===== src/rtl/memload.sv =====
// Byte-stream program loader: parses A5/address/length/payload/checksum frames into
// big-endian memory word writes and holds the core in reset until a 5A release byte.
module memload #(
    parameter int DATA_W = 24,
    parameter int ADDR_W = 24
) (
    input  logic              iw_clk,
    input  logic              iw_rst,
    input  logic              iw_valid,
    input  logic [7:0]        iw_byte,
    output logic              ow_ready,
    output logic              ow_mem_we,
    output logic [ADDR_W-1:0] ow_mem_addr,
    output logic [DATA_W-1:0] ow_mem_wdata,
    output logic              ow_core_rst,
    output logic              ow_busy,
    output logic              ow_done,
    output logic              ow_err,
    output logic [2:0]        ow_dbg_state
);

    localparam int BPW    = (DATA_W + 7) / 8;
    localparam int ABYTES = (ADDR_W + 7) / 8;
    localparam logic [7:0] ALAST = 8'(ABYTES - 1);
    localparam logic [7:0] DLAST = 8'(BPW - 1);

    typedef enum logic [2:0] {
        S_IDLE  = 3'd0,
        S_ADDR  = 3'd1,
        S_LEN   = 3'd2,
        S_DATA  = 3'd3,
        S_WRITE = 3'd4,
        S_CSUM  = 3'd5
    } state_t;

    state_t              state_q;
    logic [7:0]          cnt_q;
    logic [ADDR_W-1:0]   addr_q;
    logic [DATA_W-1:0]   word_q;
    logic [15:0]         len_q;
    logic [7:0]          csum_q;
    logic                ready_q;
    logic                we_q;
    logic [ADDR_W-1:0]   mem_addr_q;
    logic [DATA_W-1:0]   wdata_q;
    logic                core_rst_q;
    logic                done_q;
    logic                err_q;

    logic [ADDR_W-1:0]   addr_d;
    logic [DATA_W-1:0]   word_d;
    logic [15:0]         len_d;
    logic                accept;

    // Handshake: a byte moves on a rising edge where iw_valid and ow_ready are both high;
    // iw_byte is ignored on every other edge.
    always_comb begin
        addr_d = ADDR_W'({addr_q, iw_byte});
        word_d = DATA_W'({word_q, iw_byte});
        len_d  = {len_q[7:0], iw_byte};
        accept = iw_valid && ready_q;
    end

    always_ff @(posedge iw_clk) begin
        if (!iw_rst) begin
            state_q    <= S_IDLE;
            cnt_q      <= '0;
            addr_q     <= '0;
            word_q     <= '0;
            len_q      <= '0;
            csum_q     <= '0;
            ready_q    <= 1'b0;
            we_q       <= 1'b0;
            mem_addr_q <= '0;
            wdata_q    <= '0;
            core_rst_q <= 1'b1;
            done_q     <= 1'b0;
            err_q      <= 1'b0;
        end else begin
            we_q    <= 1'b0;
            done_q  <= 1'b0;
            err_q   <= 1'b0;
            ready_q <= 1'b1;
            case (state_q)
                S_IDLE: begin
                    if (accept) begin
                        if (iw_byte == 8'hA5) begin
                            state_q    <= S_ADDR;
                            core_rst_q <= 1'b1;
                            csum_q     <= '0;
                            cnt_q      <= '0;
                            len_q      <= '0;
                        end else if (iw_byte == 8'h5A) begin
                            core_rst_q <= 1'b0;
                        end else begin
                            err_q <= 1'b1;
                        end
                    end
                end
                S_ADDR: begin
                    if (accept) begin
                        addr_q <= addr_d;
                        csum_q <= csum_q ^ iw_byte;
                        if (cnt_q == ALAST) begin
                            cnt_q   <= '0;
                            state_q <= S_LEN;
                        end else begin
                            cnt_q <= cnt_q + 8'd1;
                        end
                    end
                end
                S_LEN: begin
                    if (accept) begin
                        len_q  <= len_d;
                        csum_q <= csum_q ^ iw_byte;
                        if (cnt_q == 8'd1) begin
                            cnt_q   <= '0;
                            state_q <= (len_d == 16'd0) ? S_CSUM : S_DATA;
                        end else begin
                            cnt_q <= cnt_q + 8'd1;
                        end
                    end
                end
                S_DATA: begin
                    if (accept) begin
                        word_q <= word_d;
                        csum_q <= csum_q ^ iw_byte;
                        if (cnt_q == DLAST) begin
                            // Word complete: present the write and stall input for the WRITE cycle.
                            cnt_q      <= '0;
                            state_q    <= S_WRITE;
                            we_q       <= 1'b1;
                            mem_addr_q <= addr_q;
                            wdata_q    <= word_d;
                            ready_q    <= 1'b0;
                        end else begin
                            cnt_q <= cnt_q + 8'd1;
                        end
                    end
                end
                S_WRITE: begin
                    addr_q  <= addr_q + ADDR_W'(1);
                    len_q   <= len_q - 16'd1;
                    state_q <= (len_q == 16'd1) ? S_CSUM : S_DATA;
                end
                S_CSUM: begin
                    if (accept) begin
                        if (iw_byte == csum_q) done_q <= 1'b1;
                        else                   err_q  <= 1'b1;
                        state_q <= S_IDLE;
                    end
                end
                default: state_q <= S_IDLE;
            endcase
        end
    end

    assign ow_ready     = ready_q;
    assign ow_mem_we    = we_q;
    assign ow_mem_addr  = mem_addr_q;
    assign ow_mem_wdata = wdata_q;
    assign ow_core_rst  = core_rst_q;
    assign ow_busy      = (state_q != S_IDLE);
    assign ow_done      = done_q;
    assign ow_err       = err_q;
    assign ow_dbg_state = state_q;

endmodule


===== config.mk =====
export PLATFORM = sky130hd
export DESIGN_NAME = memload
export DESIGN_NICKNAME = d
export VERILOG_FILES = /design/src/rtl/memload.sv
export SDC_FILE = /design/constraint.sdc
export NUM_CORES = 1
export LEC_CHECK = 0
export BUFFER_PORTS_ARGS = -buffer_cell sky130_fd_sc_hd__buf_4
export CAP_MARGIN = 10
export CORE_MARGIN = 2
export CORE_UTILIZATION = 53
export CTS_BUF_LIST = sky130_fd_sc_hd__clkbuf_16
export CTS_CLUSTER_DIAMETER = 60
export DETAILED_ROUTE_END_ITERATION = 10
export GPL_TIMING_DRIVEN = 0
export PLACE_DENSITY = 0.83
export SYNTH_ARGS = -nofsm -noshare
export SYNTH_HDL_FRONTEND = slang
export SYNTH_SLANG_ARGS = --single-unit
export TNS_END_PERCENT = 20

===== constraint.sdc =====
create_clock -name iw_clk -period 2.3 [get_ports iw_clk]
set_clock_uncertainty 0.15 [all_clocks]
set_input_delay 0.345 -clock iw_clk [delete_from_list [all_inputs] [get_ports iw_clk]]
set_output_delay 0.345 -clock iw_clk [all_outputs]
set_load 0.05 [all_outputs]

==> impl_metrics.yaml <==
sta:
  timing.final.max_slew_violations: 0
  final-hold-violation-count: 0
  hold_slack_final_ns: 0.07484
  max_clock_freq_mhz: 440.4
  rsz0062_at_grt: "true"
  final.setup.tns_ns: 0
  worst_margin_pin_slew_ns: 0.7803
  setup_violations: 0
  finalCriticalPeriod_ns: 2.271
  timing.slew.headroom: 0.4798
  period_share: 0.9873
synthesis:
  post_synth_xor_area_fraction: 0.01479
  postSynthRegisterBits: 128
  syn-cell-area_um2: 5922
  synthCells: 762
  area_share_of_the_largest_cell_type_after_synthesis: 0.4327
  ys_dominant_reg_cell: "sky130_fd_sc_hd__dfxtp_1"
  synth_async_reset_ratio: 0
  synth_compound_gate_area_share: 0.2356
  net_count_after_synthesis: 779
  ys_seq_area_frac: 0.4327
  share_of_synthesized_cell_area_in_full_adder_half_adder_and_majority_cells: 0.01268
  yosys.cell_count.top_type: "sky130_fd_sc_hd__nand2_1"
  yosys-top-cells-area: "sky130_fd_sc_hd__dfxtp_1 43%, sky130_fd_sc_hd__a21oi_1 11%, sky130_fd_sc_hd__nand2_1 9.9%, sky130_fd_sc_hd__o21ai_0 3.7%, sky130_fd_sc_hd__nor2_1 3.0%"
  synth.mux.area_fraction: 0.003592
  synth_top_cell_by_area: "sky130_fd_sc_hd__dfxtp_1"
  postSynthAreaPerCell_um2: 7.772
  synth-edff-count: 0
  synth_cell_types: 56
  synth.cells.most_frequent: "156 x sky130_fd_sc_hd__nand2_1, 128 x sky130_fd_sc_hd__dfxtp_1, 125 x sky130_fd_sc_hd__a21oi_1, 48 x sky130_fd_sc_hd__nor2_1, 44 x sky130_fd_sc_hd__o21ai_0"
  synth-simple-area-share: 0.2510
  synth_top_family_by_area: "simple AND/OR/NAND/NOR gates"
  synthesis.yosys.warnings: 0
worst_setup_path:
  critical_path.max_stage_delay_ns: 0.37
  r2r_start: "ow_dbg_state[0]"
  critPathArrivalTime_ns: 2.39
  endpoint_kind: "flip-flop"
  cp_top_family: "buffers and inverters"
  cp-startpoint: "ow_dbg_state[0]"
  worst_path_slowest_cell: "sky130_fd_sc_hd__clkbuf_1"
  required_time_at_the_endpoint_of_the_critical_path_ns: 2.42
  critical_path.startpoint_type: "flip-flop"
  timing.critical_path.fanout_max: 10
  cp.buffers_inverters: 3
  critPathKind: "reg -> reg"
  crit_chain: "buf_2 -> clkbuf_1 -> nand3_1 -> clkbuf_2 -> o311ai_0 -> a31oi_1"
global_route:
  groute.usage.overall: 0.2852
  grt_pass1_vias: 5475
  overflow: 0
  grt_first_pass_wirelength_um: 26600
  antenna_found_initial: 0
  grt_max_degree: 17
die:
  core_area_um2: 10890
  die_outline_area_um2: 12040
  die_x_um: 109.7
  boundaryPins: 68
  core.rowCount: 38
  initial_core_util: 0.5439
  floorplan.die.height_um: 109.7
routing:
  drt_iter0_markers: 712
  wirelength_um: 16720
  met3WireLength_um: 1422
  drt.antenna.violating_nets: 0
  drt-vias-per-instance: 6.035
  routed.top_layer: "met4"
  route.met2.wl_um: 7815
  wl_met1_um: 7085
  drt-wirelength-per-cell_um: 16.84
  via_count: 5993
  drtPass1Iterations: 7
  drc_errors: 0
power:
  ir_worst_vdd_mv: 0.6604
  cell_internal_pwr_mw: 4.163
  share_clk_of_total_power: 0.555
  p_per_area_nw_per_um2: 721.2
  power_frac_seq: 0.421
  power.net_switching_mw: 1.114
  combinationalPowerShare: 0.024
  p_leak_nw: 2.573
  power.share.switching: 0.2110
outcome:
  run_status: "completed"
clocking:
  clk_path_buf_depth: 2
  cts-hold-fix-buffers: 0
  cts_tree: "yes"
  clock_sinks: 128
  worst_skew_pair.late_latency_ns: 0.42
  clock_tree.root_cell: "sky130_fd_sc_hd__clkbuf_16"
  cts_max_level: 4
  cts_inserted_buffers: 17
  clk_pin_slew_worst_paths_ns: 0.06
cells_and_area:
  antenna_cells_inserted: 0
  finish.instance_area_um2: 7317
  nets: 858
  n_fill_cell: 906
  seqCellArea_um2: 2569
  share_of_layout_cells_above_drive_strength_1: 0.1723
  multi_input_area_um2: 3166
  flow.area_growth_from_synthesis_pct: 23.56
placed_design:
  gp_congestion: 0.9386
  port-buffer-count: 58
  dpl-instance-area_um2: 6538
  dpl.hpwl_um: 11090
worst_hold_path:
  worstHoldPathType: "in -> reg"
  hold_start: "iw_byte[3]"
run:
  max_cap_viol_count: 0
cells in the final DEF, fill, tap and decap left out, drive strengths merged, types with 3 or more instances in the layout:
master    n
nand2   156
dfxtp   128
a21oi   125
buf      77
clkbuf   56
nor2     49
o21ai    44
inv      16
a211oi   12
nor4     12
o211ai   11
nor3     11
nand3    10
a32o      9
nand3b    9
and3      9
xor2      8
nand4     7
nand2b    7
nor3b     7
or4       6
a31oi     6
or3       6
ha        6
and2      5
and4      5
bufinv    5
clkinv    5
o21a      4
or2       4
a32oi     3
a221oi    3
a22oi     3
tightest hold or removal path, stage by stage:
cell	delay, ns
sky130_fd_sc_hd__buf_6	0.13
sky130_fd_sc_hd__nand2_1	0.06
sky130_fd_sc_hd__a21oi_1	0.05
state kept, by name (all words and copies together) (netlist names), 3 cells and up:
register / count
word_q: 16
addr_q: 24
ow_mem_wdata: 24
len_q: 16
cnt_q: 8
ow_dbg_state: 3
csum_q: 8
ow_mem_addr: 24
through the flow:
step	util	setup slack (ns)	power, mW	cells
finish	0.6720	0.02931	5.277	993
detailed placement	0.6004	-0.3249	2.392	960
CTS	0.6648	0.004898	5.277	990
global route	0.6720	-0.09582	5.401	993
global placement	0.6004	-0.2720	2.391	960
floorplan	-	0.04106	2.348	762
layer usage:
metal,GRT usage,up-vias
met4,0.1275,0
met2,0.4524,281
li1,-,2868
met1,0.3696,2797
met5,0,-
met3,0.06639,47
power by group through the flow:
stage	Combinational, mW	Sequential [mW]	Clock (mW)
after floorplan	0.0728	2.28	0
after global placement	0.121	2.27	0
after detailed placement	0.122	2.27	0
after CTS	0.124	2.22	2.93
after global routing	0.136	2.22	3.04
final	0.129	2.22	2.93
cell families after synthesis:
group	Yosys count
and+or+nand+nor	309
AOI/OAI and AO/OA	237
DFF	128
buffers and inverters	70
xor gates and xnor gates	10
adders and majority gates	6
muxes	2
what timing repair did:
item,in CTS,in global routing
endpoints found under the setup margin,65,73
gates resized for setup,16,17
gates cloned,0,0
setup buffers,0,5
pin swaps,0,3
final cells by class:
cell class | instances | share of cell area
Buffer | 53 | 0.03317
Clock buffer | 17 | 0.05814
Sequential cell | 128 | 0.3511
Multi-Input combinational cell | 564 | 0.4326
Timing Repair Buffer | 63 | 0.06464
Clock inverter | 14 | 0.02924
Inverter | 14 | 0.007182
Tap cell | 140 | 0.02394
path summary, 6_finish.rpt:
path         cells past startpoint                to  slack [ns]
max                              6        addr_q[14]        0.03
min                              3         word_q[3]        0.07
max reg2reg                      6        addr_q[14]        0.03
min reg2reg                      2  ow_mem_wdata[20]        0.30
(Power assumes the default switching activity.)
